### config.mk
export PLATFORM = sky130hd
export DESIGN_NAME = mem_port_arbiter
export DESIGN_NICKNAME = d
export VERILOG_FILES = /design/src/rtl/mem_port_arbiter.sv
export SDC_FILE = /design/constraint.sdc
export NUM_CORES = 1
export LEC_CHECK = 0
export ABC_AREA = 1
export CAP_MARGIN = 40
export CORE_ASPECT_RATIO = 0.6
export CORE_MARGIN = 3
export CORE_UTILIZATION = 39
export CTS_CLUSTER_SIZE = 14
export DETAILED_ROUTE_END_ITERATION = 10
export MAX_ROUTING_LAYER = met4
export PLACE_DENSITY = 0.83
export SLEW_MARGIN = 20
export SYNTH_ARGS = -nofsm -noshare
export SYNTH_HDL_FRONTEND = slang
export SYNTH_SLANG_ARGS = --single-unit
### constraint.sdc
create_clock -name clk -period 3.1 [get_ports clk]
set_input_delay 0.62 -clock clk [delete_from_list [all_inputs] [get_ports clk]]
set_output_delay 0.62 -clock clk [all_outputs]
set_load 0.01 [all_outputs]
### src/rtl/mem_port_arbiter.sv
// Arbitrates the I-side and D-side ports onto one single-ported memory, one transaction
// in flight, and routes each response back to the port that was granted.
module mem_port_arbiter #(
  parameter int unsigned AW           = 32,
  parameter int unsigned DW           = 32,
  parameter int unsigned MAX_D_STREAK = 4
) (
  input  logic              clk,
  input  logic              rst_n,
  input  logic              i_req,
  input  logic [AW-1:0]     i_addr,
  output logic              i_gnt,
  output logic              i_rvalid,
  output logic [DW-1:0]     i_rdata,
  input  logic              d_req,
  input  logic              d_we,
  input  logic [AW-1:0]     d_addr,
  input  logic [DW-1:0]     d_wdata,
  input  logic [DW/8-1:0]   d_be,
  output logic              d_gnt,
  output logic              d_rvalid,
  output logic [DW-1:0]     d_rdata,
  output logic              m_req,
  output logic              m_we,
  output logic [AW-1:0]     m_addr,
  output logic [DW-1:0]     m_wdata,
  output logic [DW/8-1:0]   m_be,
  input  logic              m_rvalid,
  input  logic [DW-1:0]     m_rdata,
  output logic              err_spurious
);

  localparam int unsigned SW = $clog2(MAX_D_STREAK + 1);

  typedef enum logic [1:0] {StIdle, StIssue, StWait} state_e;

  state_e          state_q;
  logic            owner_d_q;
  logic [SW-1:0]   streak_q;
  logic            m_req_q;
  logic            m_we_q;
  logic [AW-1:0]   m_addr_q;
  logic [DW-1:0]   m_wdata_q;
  logic [DW/8-1:0] m_be_q;
  logic            err_q;

  logic streak_full;
  logic i_win;
  logic d_win;
  logic idle;
  logic resp;

  assign streak_full = (streak_q == SW'(MAX_D_STREAK));
  assign i_win       = i_req && (!d_req || streak_full);
  assign d_win       = d_req && !i_win;
  assign idle        = (state_q == StIdle);

  // Grants are combinational; qualify with rst_n so nothing is granted while held in reset.
  assign i_gnt = rst_n && idle && i_win;
  assign d_gnt = rst_n && idle && d_win;

  assign resp     = (state_q == StWait) && m_rvalid;
  assign i_rvalid = resp && !owner_d_q;
  assign d_rvalid = resp && owner_d_q;
  assign i_rdata  = i_rvalid ? m_rdata : '0;
  assign d_rdata  = d_rvalid ? m_rdata : '0;

  assign m_req        = m_req_q;
  assign m_we         = m_we_q;
  assign m_addr       = m_addr_q;
  assign m_wdata      = m_wdata_q;
  assign m_be         = m_be_q;
  assign err_spurious = err_q;

  always_ff @(posedge clk or negedge rst_n) begin
    if (!rst_n) begin
      state_q   <= StIdle;
      owner_d_q <= 1'b0;
      streak_q  <= '0;
      m_req_q   <= 1'b0;
      m_we_q    <= 1'b0;
      m_addr_q  <= '0;
      m_wdata_q <= '0;
      m_be_q    <= '0;
      err_q     <= 1'b0;
    end else begin
      m_req_q <= 1'b0;
      if (m_rvalid && (state_q != StWait)) begin
        err_q <= 1'b1;
      end
      unique case (state_q)
        StIdle: begin
          if (!i_req) begin
            streak_q <= '0;
          end
          if (i_win) begin
            owner_d_q <= 1'b0;
            streak_q  <= '0;
            m_req_q   <= 1'b1;
            m_we_q    <= 1'b0;
            m_addr_q  <= i_addr;
            m_wdata_q <= '0;
            m_be_q    <= '1;
            state_q   <= StIssue;
          end else if (d_win) begin
            owner_d_q <= 1'b1;
            // Streak only counts D grants that actually made I wait.
            if (i_req && !streak_full) begin
              streak_q <= streak_q + 1'b1;
            end
            m_req_q   <= 1'b1;
            m_we_q    <= d_we;
            m_addr_q  <= d_addr;
            m_wdata_q <= d_wdata;
            m_be_q    <= d_be;
            state_q   <= StIssue;
          end
        end
        StIssue: state_q <= StWait;
        StWait: begin
          if (m_rvalid) begin
            state_q <= StIdle;
          end
        end
        default: state_q <= StIdle;
      endcase
    end
  end

endmodule

# Word-level counts from Yosys, hierarchy flattened
# Index checks and enable logic that the tools add are counted.
classes:
  n_addsub: 1
  n_eq_ne: 6
  muxes: 23
  reduce_logical: 19
ops:
  columns: ["cell", "count"]
  rows:
  - ["32-bit two-way mux", 6]
  - ["3-bit two-way mux", 4]
  - ["1-bit logical AND", 10]
  - ["4-bit two-way mux", 2]
  - ["1-bit two-way mux", 7]
  - ["2-bit two-way mux", 3]
  - ["2-bit one-hot mux with 3 select lines", 1]
  - ["1-bit logical NOT", 4]
  - ["2-bit inequality test (second input constant)", 2]
  - ["2-bit AND reduction", 2]
  - ["3-bit by 1-bit adder with 3-bit output (second input constant)", 1]
  - ["3-bit equality test (second input constant)", 1]
  - ["3-bit inequality test (second input constant)", 1]
  - ["2-bit by 1-bit equality test with 1-bit output (second input constant)", 1]
  - ["2-bit equality test (second input constant)", 1]
  - ["2-bit logical NOT", 1]
  - ["2-bit nonzero test", 1]
  - ["1-bit logical OR", 1]
totals:
  ff_bits: 77

# Logic depth before layout (Yosys ltp)
logic_depth:
  word_depth: 8
  ltp_mapped: 9
  mapped_depth_nobuf: 8

# Worst setup path before layout
# No wires, ideal clock.
synth_path:
  kind: "reg-to-output"
  from: "reg streak_q[0]"
  to: "out d_gnt"
  arrival_ns: 1.280
  required_time_ns: 2.480
  slack_ns: 1.200
  stages_incl_launch_ff: 9
  cell_sequence: "dfrtp_1 > inv_1 > ha_1 > nand2_1 > nand2_1 > nand2_2 > buf_2 > nand2_1 > nor3_1"
synth_via:
  elab_chain_cells: 6
synth_lines:
  columns: ["element", "line_no", "rtl"]
  rows:
  - ["from (decl)", "39", "logic [SW-1:0] streak_q;"]
  - ["from (signal assigned)", "109", "streak_q <= streak_q + 1'b1;"]
  - ["3-bit equality test", "53", "assign streak_full = (streak_q == SW'(MAX_D_STREAK));"]
  - ["1-bit logical OR", "54", "assign i_win = i_req && (!d_req || streak_full);"]
  - ["1-bit logical AND", "54", null]
  - ["1-bit logical NOT", "55", "assign d_win = d_req && !i_win;"]
  - ["1-bit logical AND", "55", null]
  - ["1-bit logical AND", "60", "assign d_gnt = rst_n && idle && d_win;"]
  - ["to (decl)", "20", "output logic d_gnt,"]
# No other way between the ends.

# Final worst setup path
layout_path:
  from: "in m_rvalid"
  to: "out d_rdata[29]"
layout_via:
  elab_chain_cells: 3
layout_lines:
  columns: ["element", "line_no", "rtl"]
  rows:
  - ["from (decl)", "28", "input logic m_rvalid,"]
  - ["1-bit logical AND", "62", "assign resp = (state_q == StWait) && m_rvalid;"]
  - ["1-bit logical AND", "64", "assign d_rvalid = resp && owner_d_q;"]
  - ["32-bit two-way mux", "66", "assign d_rdata = d_rvalid ? m_rdata : '0;"]
  - ["to (decl)", "22", "output logic [DW-1:0] d_rdata,"]
# No other way between the ends.

==> metrics.txt <==
share of cells above drive strength 1=4.248%; count of H-tree levels built during CTS=3; fraction of the cycle the final worst path needs=92.47%; I/O Buffers=276; Worst EP arrival=2.25 ns; Syn Nets=695; end of the worst register-to-register path=m_be[1]; Comb pwr share=49.6%; number of cell instances on the worst register-to-register path=7; post-DP HPWL=about 12 mm; DR top layer=met4; Final Setup Violations=0; routed length on met3=1.356 mm; Die Wd=137.8 um; Fmax achieved=348.9 MHz; root buf cell=sky130_fd_sc_hd__clkbuf_16; Crit path max-delay family=buffers and inverters; proportion of synthesized chip area in sequential cells=47.40%; post-CTS setup-driven buffer insertion count=0; sw frac=36.70%; router iterations before antenna repair=4; Placement Rows=28; initial core utilization=40.57%; first-pass GRT wire length=23.24 mm; maximum count of clock buffers along a single path=2; critical path class=input port to primary output; unrepaired setup endpoints after global routing=no; drt total wl=~15 mm; slowest stage delay, CP=0.57 ns; total vias in the final route=4,641; Resized Gates After CTS=0; RR Startpoint=streak_q[0]; Die H=between 80 and 90 um; pin count of the biggest net entering global routing=51; Power Dens Cells=758.2 nW/um^2; Setup crit end=d_rdata[29]; clock transition at the register clock pins on the worst setup and hold paths after CTS=roughly 0.060 ns; sequential power share=31.7%; number of pins with negative max-slew slack in the final report=0; die area=11,720 sq um; count of routing violations after the opening detailed-route iteration=between 150 and 200; worst setup skew after layout=0.008131 ns; cell area after synthesis=around 4100 sq um; CTS tree=yes; boundary pin count=277; worst reg-to-reg setup slack=between 1 and 1.5 ns; critical path required time=between 2 and 2.5 ns; number of DRC violations after detailed routing=0; hold-fix buffer count after cts=0; number of global-route vias before repair=4,562; clk_lat worst skew=about 0.33 ns; min Tclk post-route=2.866 ns; Hold Fails Final Rpt=0; NumNets Final=960; overall overflow remaining after global route=0; crit-path most repeated cell=sky130_fd_sc_hd__clkdlybuf4s50_1; tightest hold margin=0.3346 ns; result of the run=complete, no violations; Core Region=between 10,000 and 15,000 sq um; met2 WL post-DR=7.494 mm; clock share of power=18.7%; total clock buffers created by CTS=9; via count normalized by instance count=4.839; Yosys warnings=0; instance count of the mapped netlist=about 560; switching power=between 0.002 and 0.0025 W; Post-Route Setup TNS=0 ns; cell-internal power=0.003456 W; Clock Sinks=77; max-cap violations=0; normalized max-slew margin=69.92%; worst voltage drop across the vdd grid=0.4962 mV; Area growth, synth to finish=77.13%; transition time at the pin with the least slew margin=0.4513 ns; post-DR wirelength/cell=15.82 um; Antenna Violating Nets Remaining=0; total routed wire length on the met1 layer=between 5 and 6 mm; combined global-route utilization of all metal layers=25.99%; Crit-path slowest cell=sky130_fd_sc_hd__clkdlybuf4s50_1; depth of the critical timing path with buffers and inverters included=5; routability congestion estimate from global placement=0.8318; Worst setup EP type=primary output; cell-by-cell listing of the critical path=clkdlybuf4s50_1 > nand4_1 > buf_4 > nor2_1 > clkdlybuf4s50_1; timing startpoint of the critical path=m_rvalid; critical path fanouts, max=33; antenna violations before repair=0; standby leakage power=around 3.5 nW; flip-flop and latch count after synthesis=77; Tightest Hold Check Type=input port to async pin; # diodes=0; type of origin of the critical path=input port; count of unique library cells instantiated by Yosys=21; buffers plus inverters on the worst setup path=3; Syn Area/Cell=7.325 sq um
[synthesized netlist by cell type, drive strengths merged]
cell type	n	area (sq um)
nand2	181	681.9
dfrtp	77	1927
inv	75	281.5
nor2	67	254.0
nand3	66	330.3
buf	35	212.7
nand3b	32	240.2
o21ai	9	48.80
a21oi	4	20.02
nor3	3	20.02
ha	2	25.02
nand4	2	12.51
a21o	1	7.510
clkbuf	1	3.750
[power groups by stage]
stage                     Sequential (W)  Combinational (W)  Clock (W)
final                            0.00173            0.00271    0.00102
after global placement           0.00171            0.00266          0
after detailed placement         0.00174            0.00273          0
after CTS                        0.00173            0.00274    0.00104
after floorplan                  0.00192            0.00102          0
after global routing             0.00179            0.00296    0.00108
[layout make-up]
cell class              instances  area, sq um
repair buffers                290         2885
fillers                       791         2819
flip-flops and latches         77         1927
multi-input cells             367         1648
inverters                      75        281.5
clock buffers                   9        225.2
well taps                     135        168.9
clock inverters                 6        65.06
[placed cells by master (no fill, tap or decap)]
master	count
sky130_fd_sc_hd__a21o_1	1
sky130_fd_sc_hd__a21oi_1	4
sky130_fd_sc_hd__buf_16	1
sky130_fd_sc_hd__buf_4	14
sky130_fd_sc_hd__bufinv_16	1
sky130_fd_sc_hd__clkbuf_16	9
sky130_fd_sc_hd__clkdlybuf4s50_1	275
sky130_fd_sc_hd__clkinv_2	2
sky130_fd_sc_hd__clkinv_4	2
sky130_fd_sc_hd__clkinvlp_4	1
sky130_fd_sc_hd__dfrtp_1	77
sky130_fd_sc_hd__ha_1	2
sky130_fd_sc_hd__inv_1	74
sky130_fd_sc_hd__inv_2	1
sky130_fd_sc_hd__nand2_1	180
sky130_fd_sc_hd__nand2_2	1
sky130_fd_sc_hd__nand3_1	66
sky130_fd_sc_hd__nand3b_1	32
sky130_fd_sc_hd__nand4_1	2
sky130_fd_sc_hd__nor2_1	66
sky130_fd_sc_hd__nor2_2	1
sky130_fd_sc_hd__nor3_1	2
sky130_fd_sc_hd__nor3_2	1
sky130_fd_sc_hd__o21ai_0	8
sky130_fd_sc_hd__o21ai_4	1
[through the flow]
step	total power, W	instances	area [sq um]	setup WS, ns	util [%]
2_1_floorplan	0.002939	555	4065	1.200	-
3_3_place_gp	0.004374	943	6883	0.2892	68.69
3_5_place_dp	0.004473	944	6910	0.2630	68.97
4_1_cts	0.005520	959	7201	0.2581	71.87
5_1_grt	0.005834	959	7201	0.1667	71.87
6_report	0.005459	959	7201	0.2335	71.87
[worst min-delay path by stage]
| stage | from | end | slack, ns |
|---|---|---|---|
| global route | rst_n | m_wdata[23] | 0.35 |
| CTS | rst_n | m_wdata[1] | 0.33 |
| floorplan | rst_n | err_spurious | 0.32 |
| finish | rst_n | m_wdata[1] | 0.33 |
| detailed placement | err_spurious | err_spurious | 0.45 |
| global placement | err_spurious | err_spurious | 0.44 |
[metal layers]
| metal | track usage, % | vias to the layer above |
|---|---|---|
| met5 | - | - |
| met4 | 7.713 | 0 |
| met3 | 7.879 | 31 |
| met2 | 43.94 | 199 |
| met1 | 29.92 | 2194 |
| li1 | - | 2217 |
[kinds of logic after synthesis]
kind of cell | synth area share, %
and+or+nand+nor | 37.86
AOI/OAI and AO/OA | 1.878
adders and majority gates | 0.6155
buffers and inverters | 12.25
DFF | 47.40
[registers in the layout (all words and copies together) (netlist names)]
register / flops
m_addr: 32
m_req: 1
m_wdata: 32
state_q: 2
err_spurious: 1
m_be: 4
owner_d_q: 1
m_we: 1
streak_q: 3
No activity file was read; power rests on OpenSTA's default activity.
